===== config.mk =====
export PLATFORM = sky130hd
export DESIGN_NAME = signal_sequencer_flat
export DESIGN_NICKNAME = d
export VERILOG_FILES = /design/src/rtl/signal_sequencer_if.sv /design/src/rtl/signal_sequencer.sv /design/src/flat_wrapper.sv
export SDC_FILE = /design/constraint.sdc
export NUM_CORES = 1
export LEC_CHECK = 0
export ABC_CLOCK_PERIOD_IN_PS = 6650
export BUFFER_PORTS_ARGS = -buffer_cell sky130_fd_sc_hd__buf_2
export CORE_ASPECT_RATIO = 0.5
export CORE_UTILIZATION = 45
export CTS_BUF_LIST = sky130_fd_sc_hd__clkbuf_16
export DETAILED_ROUTE_END_ITERATION = 12
export GPL_TIMING_DRIVEN = 0
export PLACE_DENSITY = 0.72
export SLEW_MARGIN = 30
export SYNTH_ARGS = -nofsm -noshare
export SYNTH_HDL_FRONTEND = slang
export SYNTH_SLANG_ARGS = --single-unit

===== constraint.sdc =====
create_clock -name clk -period 6.65 [get_ports clk]
set_input_delay 0.9975 -clock clk [delete_from_list [all_inputs] [get_ports clk]]
set_output_delay 0.9975 -clock clk [all_outputs]
set_load 0.02 [all_outputs]

===== src/rtl/signal_sequencer_if.sv =====
// signal_sequencer_if: green-time inputs, enable and lamp/status outputs of the phase sequencer
interface signal_sequencer_if;
  logic       enable;
  logic [7:0] TGn, TGe, TGs, TGw;
  logic [1:0] next_road, active_road;
  logic [1:0] light_n, light_e, light_s, light_w;
  logic [7:0] sec_remaining;
  logic       green_done;
  modport master (
    output enable, TGn, TGe, TGs, TGw,
    input  next_road, active_road, light_n, light_e, light_s, light_w, sec_remaining, green_done
  );
  modport slave (
    input  enable, TGn, TGe, TGs, TGw,
    output next_road, active_road, light_n, light_e, light_s, light_w, sec_remaining, green_done
  );
endinterface


===== src/rtl/signal_sequencer.sv =====
// signal_sequencer: round-robin N/E/S/W GREEN/YELLOW/ALL-RED lamp sequencer.
// Define GREEN_CLAMP_EN to saturate the sampled green time to [T_MIN, T_MAX].
module signal_sequencer #(
  parameter int TICK_DIV = 50_000_000,
  parameter int T_YELLOW = 3,
  parameter int T_ALLRED = 2,
  parameter int T_MIN    = 5,
  parameter int T_MAX    = 120
) (
  input logic               clk,
  input logic               reset_n,
  signal_sequencer_if.slave bus
);
  localparam int PW = $clog2(TICK_DIV);
  localparam logic [PW-1:0] P_LAST = PW'(TICK_DIV - 1);
  typedef enum logic [1:0] {ALLRED, GREEN, YELLOW} state_t;
  state_t          state;
  logic [PW-1:0]   presc;
  logic [3:0][1:0] lights;
  logic [7:0]      tg, g;
  logic            tick;
  if (TICK_DIV < 2 || T_YELLOW < 1 || T_YELLOW > 255 || T_ALLRED < 1 || T_ALLRED > 255 ||
      T_MIN < 1 || T_MIN > T_MAX || T_MAX > 255) begin : g_param_check
    $error("signal_sequencer: timing parameters out of range");
  end
  assign tick = bus.enable && presc == P_LAST;
  assign {bus.light_w, bus.light_s, bus.light_e, bus.light_n} = lights;
  always_comb begin
    tg = bus.next_road == 2'd0 ? bus.TGn :
         bus.next_road == 2'd1 ? bus.TGe :
         bus.next_road == 2'd2 ? bus.TGs : bus.TGw;
`ifdef GREEN_CLAMP_EN
    g = tg < 8'(T_MIN) ? 8'(T_MIN) : tg > 8'(T_MAX) ? 8'(T_MAX) : tg;
`else
    g = tg == 8'd0 ? 8'd1 : tg;
`endif
  end
  // Transitions only happen on a tick, where the prescaler wraps to 0 anyway.
  always_ff @(posedge clk or negedge reset_n) begin
    if (!reset_n) begin
      state             <= ALLRED;
      presc             <= '0;
      lights            <= '0;
      bus.next_road     <= 2'd0;
      bus.active_road   <= 2'd3;
      bus.sec_remaining <= 8'(T_ALLRED);
      bus.green_done    <= 1'b0;
    end else begin
      bus.green_done <= 1'b0;
      if (bus.enable) presc <= tick ? '0 : presc + 1'b1;
      if (tick && bus.sec_remaining != 8'd1) bus.sec_remaining <= bus.sec_remaining - 8'd1;
      else if (tick) begin
        case (state)
          ALLRED: begin
            state                 <= GREEN;
            bus.active_road       <= bus.next_road;
            lights[bus.next_road] <= 2'b01;
            bus.sec_remaining     <= g;
          end
          GREEN: begin
            state                   <= YELLOW;
            lights[bus.active_road] <= 2'b10;
            bus.sec_remaining       <= 8'(T_YELLOW);
            bus.green_done          <= 1'b1;
            bus.next_road           <= bus.active_road + 2'd1;
          end
          default: begin
            state             <= ALLRED;
            lights            <= '0;
            bus.sec_remaining <= 8'(T_ALLRED);
          end
        endcase
      end
    end
  end
endmodule


===== src/flat_wrapper.sv =====
// flat-port wrapper written by rule: the top's interface ports become plain ports
module signal_sequencer_flat 
#(
  parameter int TICK_DIV = 50_000_000,
  parameter int T_YELLOW = 3,
  parameter int T_ALLRED = 2,
  parameter int T_MIN    = 5,
  parameter int T_MAX    = 120
)
  (clk, reset_n, bus_enable, bus_TGn, bus_TGe, bus_TGs, bus_TGw, bus_next_road, bus_active_road, bus_light_n, bus_light_e, bus_light_s, bus_light_w, bus_sec_remaining, bus_green_done);
  signal_sequencer_if bus_i ();
  input logic clk;
  input logic reset_n;
  input wire logic [$bits(bus_i.enable)-1:0] bus_enable;
  input wire logic [$bits(bus_i.TGn)-1:0] bus_TGn;
  input wire logic [$bits(bus_i.TGe)-1:0] bus_TGe;
  input wire logic [$bits(bus_i.TGs)-1:0] bus_TGs;
  input wire logic [$bits(bus_i.TGw)-1:0] bus_TGw;
  output wire logic [$bits(bus_i.next_road)-1:0] bus_next_road;
  output wire logic [$bits(bus_i.active_road)-1:0] bus_active_road;
  output wire logic [$bits(bus_i.light_n)-1:0] bus_light_n;
  output wire logic [$bits(bus_i.light_e)-1:0] bus_light_e;
  output wire logic [$bits(bus_i.light_s)-1:0] bus_light_s;
  output wire logic [$bits(bus_i.light_w)-1:0] bus_light_w;
  output wire logic [$bits(bus_i.sec_remaining)-1:0] bus_sec_remaining;
  output wire logic [$bits(bus_i.green_done)-1:0] bus_green_done;
  assign bus_i.enable = bus_enable;
  assign bus_i.TGn = bus_TGn;
  assign bus_i.TGe = bus_TGe;
  assign bus_i.TGs = bus_TGs;
  assign bus_i.TGw = bus_TGw;
  assign bus_next_road = bus_i.next_road;
  assign bus_active_road = bus_i.active_road;
  assign bus_light_n = bus_i.light_n;
  assign bus_light_e = bus_i.light_e;
  assign bus_light_s = bus_i.light_s;
  assign bus_light_w = bus_i.light_w;
  assign bus_sec_remaining = bus_i.sec_remaining;
  assign bus_green_done = bus_i.green_done;
  signal_sequencer #(.TICK_DIV(TICK_DIV), .T_YELLOW(T_YELLOW), .T_ALLRED(T_ALLRED), .T_MIN(T_MIN), .T_MAX(T_MAX)) u_core (.clk(clk), .reset_n(reset_n), .bus(bus_i));
endmodule

==> metrics.txt <==
status=completed; global-route wire length before repair=about 11,000 um; Crit Path Class=reg -> reg; Clock transition at path regs=about 0.060 ns; via/cell ratio=5.83; Yosys warnings=0; Core ar.=approximately 5700 um^2; Initial Util=between 40% and 50%; Max VDD drop=about 0.13 mV; overall power=approximately 680 uW; Tmin final=approximately 2.5 ns; Reg area=about 1200 um^2; DP Wirelength=4940 um; clock root cell=clkbuf_16; site row count=19; RSZ-0062 raised after global routing=no; internal power=between 500 and 600 uW; share of cells above drive strength 1=roughly a quarter; Pre-antenna DRT Iters=5; DR WL/cell=between 15 and 20 um; crit end category=register; sequential share of power=about half; RD Place Congestion=~0.88; Rel. slew slack=58.6%; net count reported at finish=383; final setup fails=0; Fill cells=502; n_diodes=0; Post-route DRC=0; CTS tree=yes; clock sink total=49; largest cells by area after synthesis=dfrtp_1 41%, mux4_2 6.5%, nor2_1 4.1%; PwrDens=about 210 nW/um^2; Main synth FF type=dfrtp_1; total track usage=between 20% and 30%; H-tree levels=2; Crit path required time=6.81 ns; vias in the first global route=roughly 2.4k; post-synthesis cell type count=52; Critical Path Source=u_core.bus.sec_remaining[0]; Placement Setup Slack=3.96 ns; port bufs=55; Final WS setup=about 4.2 ns; largest net degree at the start of global routing=50; cells resized by post-CTS repair=0; Post-synth ARST share=100%; CTS Buf Count=5; postcts setup bufs=0; area grow syn2layout=19.1%; mapped cell area=between 2000 and 3000 um^2; Critical Path Start Type=register; Final ANT Viol Nets=0; number of synthesized flops with an enable pin=0; CTS Hold Bufs=0; Mapped Cells=279; Via Count=between 2k and 2.5k; Fin. Hold Viols=0; cell taking the most area after synthesis=dfrtp_1; leakage power=1.55 nW; die height=approximately 58 um; HP Start=u_core.presc[24]; maximum clock insertion buffer count=2; final slew viol count=0; clock share of power=approximately two fifths; post-synth top area share=41.4%; maxcap violations=0; Multi-input gate area=1450 um^2; Synth Net Count=around 320; initial antenna violation count=0; Highest Clock Rate=roughly 0.4 GHz; CP Max Fanout=7; Clock Latency Late Sink=0.28 ns; WL final=roughly 6800 um; crit path DAT=between 2 and 3 ns; Congestion Overflow GR=0; Hold/Removal Path Class=reg -> reg; Setup TNS=0 ns; Sw Share=between 20% and 30%; Worst-Margin Slew=slightly above 0.6 ns; Tcrit/Tclk final=about 38%; clock skew=about 0.0060 ns; combinational power share=under 10%; switching power=156 uW; synthesis-stage register bit count=just under 50; Top Ports=56; Die ar.=approximately 6500 um^2; sequential area share after synthesis=about 44%; Die X=113 um; Initial DRC Count=between 100 and 150; FF-to-FF Start=u_core.bus.sec_remaining[0]; syn avg cell area=between 9 and 10 um^2
[through the flow]
step                      area, um^2  hold slack [ns]  instances  utilization [%]
after floorplan                 2780            0.445        279                -
after global routing            3310            0.514        415             58.0
after CTS                       3310            0.487        415             58.0
after detailed placement        3150            0.477        407             55.2
after global placement          3140            0.465        407             55.1
final                           3310            0.490        415             58.0
[cells in the mapped netlist, drive strengths merged (2+ instances only)]
library cell  instances
nor3                 10
nor4b                 2
or3                   4
nand2b                2
ha                    7
nand2                24
mux4                  8
clkbuf                7
a21oi                 7
dfrtp                46
or2                   4
xor2                 12
mux2i                 2
inv                  10
o31ai                 4
and3                  8
a2bb2oi               4
nand3                13
nor4                  2
o21ai                20
mux2                  2
buf                   5
nor2                 31
or4                   4
xnor2                 9
nand4                11
o311ai                4
dfstp                 3
[sequential cells by signal, indices dropped and copies added (netlist names), 2 cells and up]
name                      flops
u_core.bus.active_road        2
u_core.bus.light_e            2
u_core.bus.light_n            2
u_core.bus.light_s            2
u_core.bus.light_w            2
u_core.bus.next_road          2
u_core.bus.sec_remaining      8
u_core.presc                 26
u_core.state                  2
[path summary, 6_finish.rpt]
path,endpoint,slack [ns],cells past startpoint
max,u_core.bus.next_road[1],4.15,6
max in group asynchronous,u_core.state[1],5.50,1
min,u_core.presc[24],0.49,1
min in group asynchronous,u_core.presc[5],0.73,1
max reg2reg,u_core.bus.next_road[1],4.15,6
min reg2reg,u_core.presc[24],0.49,1
[layout by cell type, fill, tap and decap left out, types with 4 or more instances in the layout]
cell and count:
buf_2 56, dfrtp_1 46, nor2_1 30, nand2_1 24, o21ai_0 17, nand3_1 13, xor2_1 12, inv_1 11
nand4_1 10, nor3_1 9, xnor2_1 9, mux4_2 8, and3_1 8, clkbuf_1 7, a21oi_1 7, ha_1 7
clkbuf_16 5, or3_1 4, o311ai_0 4, a2bb2oi_1 4, o31ai_1 4
[power groups by stage]
stage / registers (mW) / clock network, mW / logic (mW)
floorplan: 0.341 / 0 / 0.0386
global placement: 0.344 / 0 / 0.0588
detailed placement: 0.346 / 0 / 0.0626
CTS: 0.341 / 0.286 / 0.0625
global route: 0.344 / 0.294 / 0.0688
finish: 0.341 / 0.280 / 0.0612
[area by class of cell]
cell class,count,area share [%]
plain buffers,12,1.78
clock buffers,5,3.78
clock inverters,3,1.13
inverters,10,1.13
multi-input cells,208,43.9
flip-flops and latches,49,37.2
well taps,73,2.76
repair buffers,55,8.39
[worst max-delay path, stage by stage (launching register included)]
cell and delay (ns):
dfrtp_1 0.46, ha_1 0.21, or4b_1 0.48, nor2_1 0.43
nand4_4 0.22, nor2_2 0.22, mux2_2 0.36
[routing by layer]
metal,GRT usage [%],vias to the layer above,part of all wire [%]
met5,0,-,0
met4,4.70,0,0.65
met3,4.89,5,7.0
met2,39.8,87,48
met1,28.2,1194,44
li1,-,1134,-
[cell families after synthesis]
logic type | share of synthesized area (%)
fa+ha+maj | 3.15
xor+xnor | 6.62
simple gates | 23.3
flops | 44.3
mux | 8.02
compound gates | 11.1
buf+inv | 3.47
Power figures use the tool's default switching activity.
